[src/rtl/enemy_car_spawner_pkg.sv]
// monaco_pkg: shared widths, lane geometry defaults and spawner FSM encoding.
package monaco_pkg;
    localparam int COORD_W = 10;
    localparam int LANE_W = 2;
    localparam int NUM_LANES = 4;
    localparam int CNT_W = 8;
    localparam int DEF_Y_MAX = 479;
    localparam int DEF_LANE_X0 = 224;
    localparam int DEF_LANE_PITCH = 48;
    typedef logic [1:0] state_t;
    localparam state_t S_WAIT = 2'd0;
    localparam state_t S_MOVE = 2'd1;
    localparam state_t S_SPAWN = 2'd2;
endpackage

[src/rtl/enemy_car_spawner_if.sv]
// enemy_car_spawner_if: frame control, random input and rival car outputs.
interface enemy_car_spawner_if #(parameter int NUM_CARS = 4);
    logic frame_tick;
    logic run;
    logic [7:0] rand_in;
    logic [3:0] player_speed;
    logic [NUM_CARS-1:0] car_active;
    logic [10*NUM_CARS-1:0] car_x;
    logic [10*NUM_CARS-1:0] car_y;
    logic spawn_pulse;
    logic busy;
    modport master(output frame_tick, run, rand_in, player_speed,
                   input car_active, car_x, car_y, spawn_pulse, busy);
    modport slave(input frame_tick, run, rand_in, player_speed,
                  output car_active, car_x, car_y, spawn_pulse, busy);
endinterface

[src/rtl/enemy_car_spawner_lane_picker.sv]
// lane_picker: choose a spawn lane, nudging it one lane over to avoid stacking.
import monaco_pkg::*;
module lane_picker #(
    parameter int LANE_X0 = DEF_LANE_X0,
    parameter int LANE_PITCH = DEF_LANE_PITCH
) (
    input  logic [2:0]         rand_bits,
    input  logic [LANE_W-1:0]  last_lane,
    output logic [LANE_W-1:0]  lane,
    output logic [COORD_W-1:0] x
);
    always_comb begin
        lane = (rand_bits[1:0] == last_lane && rand_bits[2]) ? rand_bits[1:0] + 2'd1 : rand_bits[1:0];
        x = COORD_W'(LANE_X0 + LANE_PITCH * int'(lane));
    end
endmodule

[src/rtl/enemy_car_spawner.sv]
// enemy_car_spawner: per-frame rival car advance/retire and randomised spawning.
import monaco_pkg::*;
module enemy_car_spawner #(
    parameter int NUM_CARS = 4,
    parameter int LANE_X0 = DEF_LANE_X0,
    parameter int LANE_PITCH = DEF_LANE_PITCH,
    parameter int Y_MAX = DEF_Y_MAX,
    parameter int SPAWN_MIN = 32
) (
    input logic clk,
    input logic reset,
    enemy_car_spawner_if.slave bus
);
    localparam int IW = $clog2(NUM_CARS);
    state_t state;
    logic [IW-1:0] idx, free_idx;
    logic free_found;
    logic [CNT_W-1:0] spawn_cnt;
    logic [LANE_W-1:0] last_lane, pick_lane;
    logic [COORD_W-1:0] pick_x;
    logic [COORD_W-1:0] xs [NUM_CARS];
    logic [COORD_W-1:0] ys [NUM_CARS];
    logic [NUM_CARS-1:0] active;
    logic [COORD_W:0] sum;
    logic busy_r, pulse_r;

    lane_picker #(.LANE_X0(LANE_X0), .LANE_PITCH(LANE_PITCH)) picker (
        .rand_bits(bus.rand_in[2:0]),
        .last_lane(last_lane),
        .lane(pick_lane),
        .x(pick_x)
    );

    assign sum = {1'b0, ys[idx]} + (COORD_W+1)'(bus.player_speed);

    // lowest-index free slot wins
    always_comb begin
        free_found = 1'b0;
        free_idx = '0;
        for (int i = NUM_CARS - 1; i >= 0; i--) begin
            if (!active[i]) begin
                free_found = 1'b1;
                free_idx = IW'(i);
            end
        end
    end

    for (genvar g = 0; g < NUM_CARS; g++) begin : g_pack
        assign bus.car_x[COORD_W*g +: COORD_W] = xs[g];
        assign bus.car_y[COORD_W*g +: COORD_W] = ys[g];
    end
    assign bus.car_active = active;
    assign bus.busy = busy_r;
    assign bus.spawn_pulse = pulse_r;

    always_ff @(posedge clk) begin
        if (!reset) begin
            state <= S_WAIT;
            idx <= '0;
            spawn_cnt <= CNT_W'(SPAWN_MIN);
            last_lane <= '0;
            active <= '0;
            busy_r <= 1'b0;
            pulse_r <= 1'b0;
            for (int i = 0; i < NUM_CARS; i++) begin
                xs[i] <= '0;
                ys[i] <= '0;
            end
        end else begin
            pulse_r <= 1'b0;
            case (state)
                S_WAIT: begin
                    if (bus.frame_tick && bus.run) begin
                        state <= S_MOVE;
                        idx <= '0;
                        busy_r <= 1'b1;
                    end
                end
                S_MOVE: begin
                    if (active[idx]) begin
                        if (sum > (COORD_W+1)'(Y_MAX)) begin
                            active[idx] <= 1'b0;
                            ys[idx] <= '0;
                        end else begin
                            ys[idx] <= sum[COORD_W-1:0];
                        end
                    end
                    idx <= idx + 1'b1;
                    if (idx == IW'(NUM_CARS - 1)) state <= S_SPAWN;
                end
                S_SPAWN: begin
                    state <= S_WAIT;
                    busy_r <= 1'b0;
                    if (spawn_cnt != '0) begin
                        spawn_cnt <= spawn_cnt - 1'b1;
                    end else if (free_found) begin
                        active[free_idx] <= 1'b1;
                        xs[free_idx] <= pick_x;
                        ys[free_idx] <= '0;
                        last_lane <= pick_lane;
                        spawn_cnt <= CNT_W'(SPAWN_MIN) + CNT_W'(bus.rand_in[7:3]);
                        pulse_r <= 1'b1;
                    end
                end
                default: state <= S_WAIT;
            endcase
        end
    end
endmodule

[src/flat_wrapper.sv]
// flat-port wrapper written by rule: the top's interface ports become plain ports
module enemy_car_spawner_flat 
#(
    parameter int NUM_CARS = 4,
    parameter int LANE_X0 = DEF_LANE_X0,
    parameter int LANE_PITCH = DEF_LANE_PITCH,
    parameter int Y_MAX = DEF_Y_MAX,
    parameter int SPAWN_MIN = 32
)
  (clk, reset, bus_frame_tick, bus_run, bus_rand_in, bus_player_speed, bus_car_active, bus_car_x, bus_car_y, bus_spawn_pulse, bus_busy);
  enemy_car_spawner_if #(.NUM_CARS(NUM_CARS)) bus_i ();
  input logic clk;
  input logic reset;
  input wire logic [$bits(bus_i.frame_tick)-1:0] bus_frame_tick;
  input wire logic [$bits(bus_i.run)-1:0] bus_run;
  input wire logic [$bits(bus_i.rand_in)-1:0] bus_rand_in;
  input wire logic [$bits(bus_i.player_speed)-1:0] bus_player_speed;
  output wire logic [$bits(bus_i.car_active)-1:0] bus_car_active;
  output wire logic [$bits(bus_i.car_x)-1:0] bus_car_x;
  output wire logic [$bits(bus_i.car_y)-1:0] bus_car_y;
  output wire logic [$bits(bus_i.spawn_pulse)-1:0] bus_spawn_pulse;
  output wire logic [$bits(bus_i.busy)-1:0] bus_busy;
  assign bus_i.frame_tick = bus_frame_tick;
  assign bus_i.run = bus_run;
  assign bus_i.rand_in = bus_rand_in;
  assign bus_i.player_speed = bus_player_speed;
  assign bus_car_active = bus_i.car_active;
  assign bus_car_x = bus_i.car_x;
  assign bus_car_y = bus_i.car_y;
  assign bus_spawn_pulse = bus_i.spawn_pulse;
  assign bus_busy = bus_i.busy;
  enemy_car_spawner #(.NUM_CARS(NUM_CARS), .LANE_X0(LANE_X0), .LANE_PITCH(LANE_PITCH), .Y_MAX(Y_MAX), .SPAWN_MIN(SPAWN_MIN)) u_core (.clk(clk), .reset(reset), .bus(bus_i));
endmodule
[config.mk]
export PLATFORM = sky130hd
export DESIGN_NAME = enemy_car_spawner_flat
export DESIGN_NICKNAME = d
export VERILOG_FILES = /design/src/rtl/enemy_car_spawner_pkg.sv /design/src/rtl/enemy_car_spawner_if.sv /design/src/rtl/enemy_car_spawner_lane_picker.sv /design/src/rtl/enemy_car_spawner.sv /design/src/flat_wrapper.sv
export SDC_FILE = /design/constraint.sdc
export NUM_CORES = 1
export LEC_CHECK = 0
export BUFFER_PORTS_ARGS = -buffer_cell sky130_fd_sc_hd__buf_4
export CORE_AREA = 2 2 104 81
export CTS_CLUSTER_DIAMETER = 200
export CTS_CLUSTER_SIZE = 14
export DETAILED_ROUTE_END_ITERATION = 10
export DIE_AREA = 0 0 106 83
export GPL_ROUTABILITY_DRIVEN = 0
export PLACE_DENSITY = 0.83
export SETUP_SLACK_MARGIN = 0.4
export SYNTH_ARGS = -nofsm -noshare
export SYNTH_HDL_FRONTEND = slang
export SYNTH_SLANG_ARGS = --single-unit
[constraint.sdc]
create_clock -name clk -period 6.15 [get_ports clk]
set_clock_uncertainty 0.15 [all_clocks]
set_input_delay 1.23 -clock clk [delete_from_list [all_inputs] [get_ports clk]]
set_output_delay 1.23 -clock clk [all_outputs]
set_load 0.005 [all_outputs]
### Word-level counts from Yosys, hierarchy flattened

Memory sizes are Yosys's and may differ from the RTL's. A register that Yosys moved wholly into a read port is not among the register bits.
Index checks and enable logic that the tools add are counted.

| operators by class | value |
|---|---|
| reductions and logical operators | 19 |
| bitwise gates (word level) | 5 |
| mux-type cells | 57 |
| add/subtract/negate cells | 6 |
| equality and inequality tests | 10 |
| $lt $le $gt $ge | 5 |
| divide/modulo/power cells | 0 |
| shifts and indexed selects | 0 |
| multiply operators | 1 |

Operator list:

| cell | count |
|---|---|
| $mux W10 | 3 |
| $mux W1 | 27 |
| $mux W2 | 13 |
| $reduce_or A10 Y1 | 2 |
| $mux W4 | 4 |
| $mux W8 | 2 |
| $add A10 B4 Y11 | 1 |
| $gt A11 B9 Y1 const B | 1 |
| $ne A2 B1 Y1 const B | 5 |
| $add A8 B8 Y9 const A | 1 |
| $mux W9 | 1 |
| $reduce_or A9 Y1 | 1 |
| $pmux W2 S2 | 2 |
| $pmux W4 S2 | 1 |
| $reduce_and A2 Y1 | 4 |
| $reduce_bool A2 Y1 | 4 |
| $reduce_bool A8 Y1 | 1 |
| $sub A8 B1 Y8 const B | 1 |
| $add A6 B5 Y7 const A | 1 |
| $lt A2 B3 Y1 const B | 2 |
| $reduce_and A5 Y1 | 1 |
| $add A2 B1 Y2 const B | 2 |
| $and A4 B4 Y4 | 1 |
| $demux W1 S2 | 2 |
| other kinds (15) | 20 |

| word-level totals | value |
|---|---|
| memories | 2 |
| bits in read-only memories | 0 |
| bits in writable memories | 76 |
| flip-flop bits (word level) | 20 |
| logic and storage cells | 112 |
| bits of input ports | 16 |
| bits in latches | 0 |
| output and inout port bits | 86 |

Memory list:

| name | depth | bits a word | read ports | clocked after Yosys merged registers in | write ports | line | RTL |
|---|---|---|---|---|---|---|---|
| u_core.ys | 4 | 10 | 5 | 1 | 4 | enemy_car_spawner.sv:22 | `logic [COORD_W-1:0] ys [NUM_CARS];` |
| u_core.xs | 4 | 9 | 4 | 0 | 4 | enemy_car_spawner.sv:21 | `logic [COORD_W-1:0] xs [NUM_CARS];` |

### Depth between registers and ports, before layout

Gate-level depths: netlist (run 1).

| depth | value |
|---|---|
| depth after elaboration | 12 |
| gate-level depth with buffers | 12 |
| mapped depth without buffers | 10 |

### By module

A second synthesis (run 1) with hierarchy kept.

| second synthesis, totals | value |
|---|---|
| cell total of the unflattened synthesis | 407 |
| area total of the unflattened synthesis | 5008.6 µm² |

Modules (own cells, without submodules):

| module | cells an instance | seq. area each (µm²) | area an instance (µm²) | times used |
|---|---|---|---|---|
| enemy_car_spawner | 382 | 2842.7 | 4828.4 | 1 |
| lane_picker | 25 | 0.0 | 180.2 | 1 |

### Worst setup path after synthesis (run 1)

OpenSTA, ideal clock, no wires.

| timing | value |
|---|---|
| path kind | in2reg |
| from | input port bus_player_speed[0] |
| to | memory u_core.ys[0][0] (data pin) |
| library setup time | 0.279 ns |
| stages | 10 |
| required time | 5.721 ns |
| buffers on the path | 1 |
| setup slack | 2.749 ns |
| arrival time | 2.972 ns |
| cell sequence | ha_1 inv_1 fa_1 nor2b_1 o21a_1 nor4b_4 o21ai_1 a21oi_4 buf_6 nor4_1 |

RTL lines:

| item | line | RTL |
|---|---|---|
| start: declaration | flat_wrapper.sv:17 | `input wire logic [$bits(bus_i.player_speed)-1:0] bus_player_speed;` |
| end: declaration | enemy_car_spawner.sv:22 |  |

==> results of run 1 <==
## final timing paths
check,start,cells past startpoint,end,slack (ns)
setup / recovery,flop,8,u_core.ys[2][3]$_SDFFCE_PN0P_,2.04
hold reg to reg,u_core.last_lane[0]$_SDFFE_PN0P_,2,u_core.last_lane[0]$_SDFFE_PN0P_,0.33
setup reg to reg,flop,8,u_core.ys[2][3]$_SDFFCE_PN0P_,2.04
hold / removal,u_core.last_lane[0]$_SDFFE_PN0P_,2,u_core.last_lane[0]$_SDFFE_PN0P_,0.33
## cells by family (layout without fill, tap and decap cells)
group                    Yosys count  in the layout  synth area share (%)
AND/OR/NAND/NOR                  141            141                  17.6
flip-flops                        82             82                  49.9
AO/OA/AOI/OAI                     69             69                  10.9
buffers and inverters             66            123                  8.24
adder cells (fa/ha/maj)           18             18                  5.18
multiplexers                      12             12                  6.23
XOR/XNOR                          10             10                  1.95
other                              1             24                0.0834
## flip-flops by register name, indices dropped and copies added, names as in the netlist, named ones only
name	flops
u_core.last_lane	2
u_core.spawn_cnt	8
u_core.state	2
u_core.bus.spawn_pulse	1
u_core.bus.busy	1
u_core.xs	20
u_core.bus.car_active	4
u_core.idx	2
u_core.ys	40
## cells in the mapped netlist (3+ instances only)
| master | count | area, um2 |
|---|---|---|
| edfxtp_1 | 60 | 1800 |
| nor2_1 | 36 | 135 |
| nor4_1 | 28 | 175 |
| nand2_1 | 27 | 101 |
| inv_1 | 24 | 90.1 |
| dfxtp_1 | 22 | 440 |
| buf_4 | 21 | 158 |
| ha_1 | 17 | 213 |
| o21ai_0 | 15 | 75.1 |
| nor3_1 | 14 | 70.1 |
| a21oi_1 | 12 | 60.1 |
| clkbuf_1 | 11 | 41.3 |
| xor2_1 | 7 | 61.3 |
| a31oi_1 | 6 | 37.5 |
| mux4_1 | 6 | 158 |
| nand3_1 | 6 | 30.0 |
| buf_6 | 5 | 56.3 |
| mux4_2 | 5 | 113 |
| buf_2 | 4 | 20.0 |
| a22oi_1 | 3 | 22.5 |
| and4_1 | 3 | 26.3 |
| nand2b_1 | 3 | 18.8 |
| xnor2_1 | 3 | 26.3 |
## worst min-delay path: stages (launching register included)
cell and delay [ns]:
dfxtp_1 0.34, inv_1 0.05, o22ai_1 0.05
## layout by cell type, fill, tap and decap left out, drive strengths merged, types with 4 or more instances in the layout
cell type	instances
buf	83
dfxtp	22
a21oi	14
inv	26
o21ai	16
and4	4
mux4	11
ha	17
clkbuf	10
edfxtp	60
conb	24
nand2b	4
nor2	36
nor3	14
nor4	30
nand4	4
nand2	27
a31oi	6
nand3	7
xor2	7
## metal layers
layer	part of all wire (%)	GRT usage (%)	wire [um]	up-vias
met5	0	0	0	-
met4	1.7	7.54	174	0
met3	8.7	4.79	879	20
met2	45	36.0	4590	199
met1	44	32.8	4510	1663
li1	-	-	-	1601
## layout make-up
class                      count  area, um2
inverter                      24       90.1
clock inverter                 6       71.3
sequential                    82       2240
timing repair buffer          83        623
fill                         574       2480
multi-input combinational    274       1970
clock buffer                  10        138
tap                          105        131
## power by group through the flow
stage / registers (mW) / logic (mW) / clock network [mW]
2_1_floorplan: 0.632 / 0.120 / 0
3_3_place_gp: 0.638 / 0.156 / 0
3_5_place_dp: 0.639 / 0.160 / 0
4_1_cts: 0.626 / 0.161 / 0.409
5_1_grt: 0.629 / 0.177 / 0.432
6_report: 0.626 / 0.164 / 0.407
==> results.yml, run 1 <==
outcome:
  outcome: "complete, no violations"
timing:
  finalSetupViolations: 0
  max_slew_margin_pct: 17.9
  setup_tns_ns: 0
  hold_slack_ns: 0.334
  tightest_slew_ns: 1.22
  finalHoldViolations: 0
  finalWorstSetupSlack_ns: 2.04
  slew_viol_final: 0
  fin_crit_sh_pct: 66.8
  min_period_ns: 4.11
  rsz0062_at_grt: "no"
  clock.fmax_mhz: 244
placed_design:
  placedCellCount: 568
  place.port_buffers: 81
  place_area_um2: 5060
  pre_cts_ws_ns: 2.03
  hpwl_um: 7120
critical_path:
  path_buf_inv: 0
  cpMaxStageDelayCell: "dfxtp_1"
  worstSetupPathType: "flop to flop"
  cp_max_fo: 36
  arrival_ns: 4.03
  crit_chain: "mux4_1, ha_1, a211oi_1, nor2_1, nor4b_4, o21ai_1, a21oi_4, nor4_1"
  required_ns: 6.08
  max_stage_delay_ns: 0.77
  startpoint_type: "flop"
  endpoint_kind: "flop"
  cp_top_family: "compound AO/OA/AOI/OAI gates"
global_route:
  grt_pass1_wl_um: 15900
  grt_max_degree: 40
  overflow: 0
  antenna_found_initial: 0
  track_usage_pct: 23.2
  grt_pass1_vias: 3119
clock_tree:
  clk_pin_slew_ns: 0.09
  htreeDepth: 3
  clock_path_buffers: 2
  cts-root-buf: "clkbuf_8"
  clkLatencyLatePin_ns: 0.36
  cts_made_buffers: 9
  clock-sinks: 82
  cts_resized: 0
  postCtsSetupBuffers: 0
  cts_tree: "done"
  postCtsHoldBufs: 0
die:
  io_pins: 102
  die_h_um: 83
  initial_core_util_pct: 58.1
  rows: 28
  die-area_um2: 8800
  coreArea_um2: 7740
  die_w_um: 106
detailed_routing:
  wl_per_cell_um: 17.4
  drt-initial-drc-count: 272
  drtPass1Iterations: 5
  drc: 0
  vias_per_cell: 5.96
  postRouteAntennaNets: 0
  vias: 3483
  wl_um: 10200
power:
  switching_share_pct: 26.7
  seqPwrFrac_pct: 52.3
  p_clk_share_pct: 34.0
  finalPower_mw: 1.20
  max-vdd-ir-drop_mv: 0.107
  p_switching_mw: 0.320
  p_per_area_nw_per_um2: 227
  p_int_mw: 0.877
  pwr-share-comb_pct: 13.7
  p_leak_nw: 2.08
cells_and_area:
  finalInstanceArea_um2: 5270
  area_growth_pct: 17.1
  antennaDiodeCount: 0
  fin_nets: 508
  layout-drive-gt1-share_pct: 26.1
  fin_util_pct: 68.0
  final_cells: 584
yosys:
  yosysWarnings: 0
  async_flop_share_pct: 0
  synth-seq-area-share_pct: 49.9
  synth_seq_cells: 82
  ys_types: 72
  synth_edf_count: 60
  syn-cell-area_um2: 4500
  avgSynthCellArea_um2: 11.3
  synthCells: 399
  ys.flop_type: "edfxtp_1"
min_path:
  hold_class: "flop to flop"
job:
  max_cap_viol_count: 0
Power figures use the tool's default switching activity.
==> inputs of run 2 (changes only) <==
--- a/config.mk
+++ b/config.mk
@@ -6,13 +6,13 @@
 export NUM_CORES = 1
 export LEC_CHECK = 0
 export BUFFER_PORTS_ARGS = -buffer_cell sky130_fd_sc_hd__buf_4
-export CORE_AREA = 2 2 104 81
+export CORE_AREA = 2 2 114 88
 export CTS_CLUSTER_DIAMETER = 200
 export CTS_CLUSTER_SIZE = 14
 export DETAILED_ROUTE_END_ITERATION = 10
-export DIE_AREA = 0 0 106 83
+export DIE_AREA = 0 0 116 90
 export GPL_ROUTABILITY_DRIVEN = 0
-export PLACE_DENSITY = 0.83
+export PLACE_DENSITY = 0.74
 export SETUP_SLACK_MARGIN = 0.4
 export SYNTH_ARGS = -nofsm -noshare
 export SYNTH_HDL_FRONTEND = slang
==> constraint.sdc (replaced) <==
create_clock -name clk -period 3.6 [get_ports clk]
set_clock_uncertainty 0.15 [all_clocks]
set_input_delay 0.72 -clock clk [delete_from_list [all_inputs] [get_ports clk]]
set_output_delay 0.72 -clock clk [all_outputs]
set_load 0.005 [all_outputs]
==> results.yml, run 2 (same netlist as run 1, synthesis figures left out) <==
timing:
  fin_crit_sh_pct: 85.8
  max_slew_margin_pct: 60.5
  setup_tns_ns: 0
  clock.fmax_mhz: 324
  tightest_slew_ns: 0.589
  slew_viol_final: 0
  rsz0062_at_grt: "yes"
  hold_slack_ns: 0.325
  finalHoldViolations: 0
  min_period_ns: 3.09
  finalSetupViolations: 0
detailed_routing:
  wl_um: 10300
  postRouteAntennaNets: 0
  vias_per_cell: 5.51
  drt-initial-drc-count: 250
  drc: 0
  wl_per_cell_um: 16.6
  vias: 3428
  drtPass1Iterations: 5
power:
  switching_share_pct: 25.2
  seqPwrFrac_pct: 46.7
  p_per_area_nw_per_um2: 414
  finalPower_mw: 2.29
  p_clk_share_pct: 40.1
  max-vdd-ir-drop_mv: 0.240
  pwr-share-comb_pct: 13.2
  p_int_mw: 1.71
  p_switching_mw: 0.575
  p_leak_nw: 2.18
critical_path:
  cp_top_family: "multiplexers"
  r2r_slack_ns: 0.51
  worstSetupPathType: "flop to flop"
  rr_worst_depth: 9
  max_stage_delay_ns: 0.61
  crit_chain: "mux4_1, ha_1, a211oi_1, nor2_2, nor4b_4, o21ai_2, a21oi_4, buf_8, nor3_1"
  arrival_ns: 3.01
  worst-path-stages: 9
  cpMaxStageDelayCell: "mux4_1"
  r2r-end: "u_core.ys[3][3]$_DFFE_PP_"
  startpoint_type: "flop"
  cp_max_fo: 24
  required_ns: 3.52
  path_buf_inv: 1
  endpoint_kind: "flop"
  endpoint: "u_core.ys[3][3]$_DFFE_PP_"
clock_tree:
  clkLatencyLatePin_ns: 0.34
  cts_made_buffers: 9
  postCtsHoldBufs: 0
  clock-sinks: 82
  clk_pin_slew_ns: 0.07
  htreeDepth: 3
  cts-root-buf: "clkbuf_16"
  cts_tree: "done"
  clock_path_buffers: 2
cells_and_area:
  layout-drive-gt1-share_pct: 29.8
  nFillCells: 784
  top_regs: "u_core.ys: 40 flops, u_core.xs: 20 flops, u_core.spawn_cnt: 8 flops"
  antennaDiodeCount: 0
  multi_input_area_um2: 2010
  final_cell_mix: "93 x buf_4, 60 x edfxtp_1, 35 x nor2_1"
  largest_register_ffs: 40
  layout_commonest_cell: "buf_4"
  regArea_um2: 2250
  area_growth_pct: 22.8
  top_register: "u_core.ys"
  final_cells: 622
  fin_nets: 519
die:
  rows: 31
  initial_core_util_pct: 47.9
  die_h_um: 90
  die_w_um: 116
  io_pins: 102
  die-area_um2: 10400
  coreArea_um2: 9390
job:
  max_cap_viol_count: 0
min_path:
  hold_class: "flop to flop"
placed_design:
  placedCellCount: 606
  hpwl_um: 7510
  place.port_buffers: 81
global_route:
  overflow: 0
  grt_pass1_wl_um: 16600
  antenna_found_initial: 0
  grt_pass1_vias: 3197
  grt_max_degree: 38
  track_usage_pct: 20.5
outcome:
  outcome: "complete, no violations"
## run 2: changes by cell type in the layout (fill, tap and decap cells not counted), sizes merged
| cell | delta |
|---|---|
| clkbuf | -1 |
| buf | +11 |
| clkinvlp | +1 |
## run 2: timing repair
item / CTS / global route
setup buffers: 0 / 0
setup endpoints to repair: 38 / 50
gates resized for setup: 2 / 11
## run 2: metal layers
metal | vias up | routed length [um] | track usage [%]
met4 | 0 | 119 | 5.75
met1 | 1635 | 4740 | 30.0
li1 | 1633 | - | -
met3 | 13 | 821 | 5.60
met5 | - | 0 | 0
met2 | 147 | 4640 | 30.1
## run 2: final cells by class
cell class              instances  share of cell area (%)
flip-flops and latches         82                    40.7
multi-input cells             274                    36.3
repair buffers                 94                    12.9
clock buffers                   9                    4.08
well taps                     132                    2.99
inverters                      24                    1.63
clock inverters                 7                    1.36
## run 2: power groups by stage
stage	sequential [mW]	combinational [mW]	clock [mW]
after floorplan	1.08	0.204	0
after global placement	1.09	0.285	0
after detailed placement	1.09	0.292	0
after CTS	1.07	0.295	0.933
after global routing	1.07	0.332	0.981
final	1.07	0.303	0.916
## run 2: metrics by stage
step           instance area (um2)  util [%]  setup slack, ns
2_1_floorplan                 4580         -            0.565
3_3_place_gp                  5170      55.1            0.374
3_5_place_dp                  5170      55.1            0.265
4_1_cts                       5480      58.4            0.415
5_1_grt                       5520      58.8            0.382
6_report                      5520      58.8            0.512
## run 2: how the worst min path moves through the flow
stage	from	end	slack [ns]	cells after the start
finish	u_core.last_lane[0]$_SDFFE_PN0P_	u_core.last_lane[0]$_SDFFE_PN0P_	0.32	2
global route	u_core.bus.busy$_SDFFE_PN0P_	u_core.bus.busy$_SDFFE_PN0P_	0.36	2
CTS	u_core.last_lane[0]$_SDFFE_PN0P_	u_core.last_lane[0]$_SDFFE_PN0P_	0.33	2
detailed placement	u_core.last_lane[0]$_SDFFE_PN0P_	u_core.last_lane[0]$_SDFFE_PN0P_	0.32	2
global placement	u_core.last_lane[0]$_SDFFE_PN0P_	u_core.last_lane[0]$_SDFFE_PN0P_	0.31	2
floorplan	u_core.last_lane[0]$_SDFFE_PN0P_	u_core.last_lane[0]$_SDFFE_PN0P_	0.29	2
## run 2: tightest hold or removal path, delay by kind of cell (launching register included)
kind / cells / cell delay (ns)
compound gates: 1 / 0.05
buf+inv: 1 / 0.06
flops: 1 / 0.32
==> inputs of run 3 (changes only) <==
==> constraint.sdc (replaced) <==
create_clock -name clk -period 2.8 [get_ports clk]
set_clock_uncertainty 0.15 [all_clocks]
set_input_delay 0.56 -clock clk [delete_from_list [all_inputs] [get_ports clk]]
set_output_delay 0.56 -clock clk [all_outputs]
set_load 0.005 [all_outputs]
==> results.yml, run 3 (same netlist as run 1, synthesis figures left out) <==
timing:
  clock.fmax_mhz: 336
  min_period_ns: 2.98
  fin_crit_sh_pct: 106
  finalSetupViolations: 40
  finalWorstSetupSlack_ns: -0.179
  tightest_slew_ns: 0.905
  finalHoldViolations: 0
  max_slew_margin_pct: 39.6
  slew_viol_final: 0
  rsz0062_at_grt: "yes"
critical_path:
  crit_chain: "mux4_2, ha_4, inv_2, fa_2, nor2b_4, o21a_1, nor4b_4, buf_4, o211ai_4, a311oi_2, a211oi_2"
  cp_top_family: "compound AO/OA/AOI/OAI gates"
  max_stage_delay_ns: 0.54
  worstSetupPathType: "flop to flop"
  startpoint_type: "flop"
  path_buf_inv: 2
  cp_max_fo: 8
  arrival_ns: 3.07
  cpMaxStageDelayCell: "mux4_2"
  rr_worst_depth: 11
  worst-path-stages: 11
  required_ns: 2.89
  endpoint_kind: "flop"
clock_tree:
  htreeDepth: 3
  postCtsHoldBufs: 0
  clock_path_buffers: 2
  clkLatencyLatePin_ns: 0.34
  clk_pin_slew_ns: 0.07
  cts_made_buffers: 9
  cts_tree: "done"
  clock-sinks: 82
  cts-root-buf: "clkbuf_16"
power:
  p_per_area_nw_per_um2: 476
  finalPower_mw: 3.03
  p_leak_nw: 2.54
  max-vdd-ir-drop_mv: 0.318
cells_and_area:
  top_register: "u_core.ys"
  largest_register_ffs: 40
  nFillCells: 670
  top_regs: "u_core.ys: 40 flops, u_core.xs: 20 flops, u_core.spawn_cnt: 8 flops"
  area_growth_pct: 41.3
  layout-drive-gt1-share_pct: 44.9
  multi_input_area_um2: 2340
  finalInstanceArea_um2: 6350
  fin_nets: 583
  antennaDiodeCount: 0
  regArea_um2: 2250
  final_cell_mix: "147 x buf_4, 60 x edfxtp_1, 35 x nor2_1"
  fin_util_pct: 67.7
  layout_commonest_cell: "buf_4"
placed_design:
  place.port_buffers: 81
  pre_cts_ws_ns: -0.306
  hpwl_um: 8280
  place_area_um2: 5560
global_route:
  grt_pass1_vias: 3721
  grt_pass1_wl_um: 19700
  track_usage_pct: 24.3
  met3_usage_pct: 5.19
  grt_max_degree: 38
  grt_most_used_layer: "met2"
  grt_util_met1_pct: 32.9
  met2_usage_pct: 39.2
  overflow: 0
  antenna_found_initial: 0
detailed_routing:
  wl_per_cell_um: 19.4
  drc: 0
  vias_per_cell: 5.74
  postRouteAntennaNets: 0
  vias: 3939
  wl_um: 13300
  drtPass1Iterations: 5
  drt-initial-drc-count: 424
job:
  max_cap_viol_count: 0
outcome:
  outcome: "finished, violations left"
  violations: "setup timing"
min_path:
  whs_path_depth: 2
  hold_class: "flop to flop"
die:
  io_pins: 102
  initial_core_util_pct: 47.9
  die_h_um: 90
  die_w_um: 116
  coreArea_um2: 9390
  die-area_um2: 10400
  rows: 31
run 3: worst paths after layout:
kind                                                       start                               endpoint  slack, ns
worst max-delay path                                        flop  u_core.bus.car_active[3]$_SDFFE_PN0P_      -0.18
worst min-delay path            u_core.last_lane[0]$_SDFFE_PN0P_       u_core.last_lane[0]$_SDFFE_PN0P_       0.34
worst max register to register                              flop  u_core.bus.car_active[3]$_SDFFE_PN0P_      -0.18
worst min register to register  u_core.last_lane[0]$_SDFFE_PN0P_       u_core.last_lane[0]$_SDFFE_PN0P_       0.34
run 3: stage by stage:
stage	instances	hold WS [ns]	setup TNS (ns)
CTS	676	0.327	-4.25
floorplan	422	0.293	-2.41
finish	686	0.337	-5.09
detailed placement	644	0.316	-9.85
global route	686	0.345	-9.68
global placement	644	0.310	-5.50
run 3: report_power, final:
part,total [mW],internal (mW),leakage (nW),switching (mW)
Combinational,0.536,0.241,1.60,0.295
Clock,1.12,0.607,0.131,0.513
Sequential,1.37,1.34,0.801,0.0287
Total,3.03,2.19,2.54,0.837
run 3: cell type report:
class	instances	share of cell area [%]
well taps	132	2.60
clock inverters	7	0.827
clock buffers	9	3.54
flip-flops and latches	82	35.4
multi-input cells	277	36.9
repair buffers	155	19.3
inverters	24	1.42
run 3: layer usage:
layer	share of wire [%]	routed length, um
met2	49	6440
met3	8.2	1090
met5	0	0
met4	1.7	221
met1	42	5520
run 3: timing repair:
item / in CTS / in global routing
setup endpoints to repair: 80 / 85
gates cloned: 1 / 2
setup buffers: 15 / 8
pin swaps: 11 / 18
endpoints found under the hold margin: 0 / 0
resized for setup: 30 / 27
run 3: worst min-delay path: cells and delay by family, from the launching register on:
kind	cells	cell delay [ns]
flip-flops	1	0.33
buffers and inverters	1	0.06
AO/OA/AOI/OAI	1	0.05
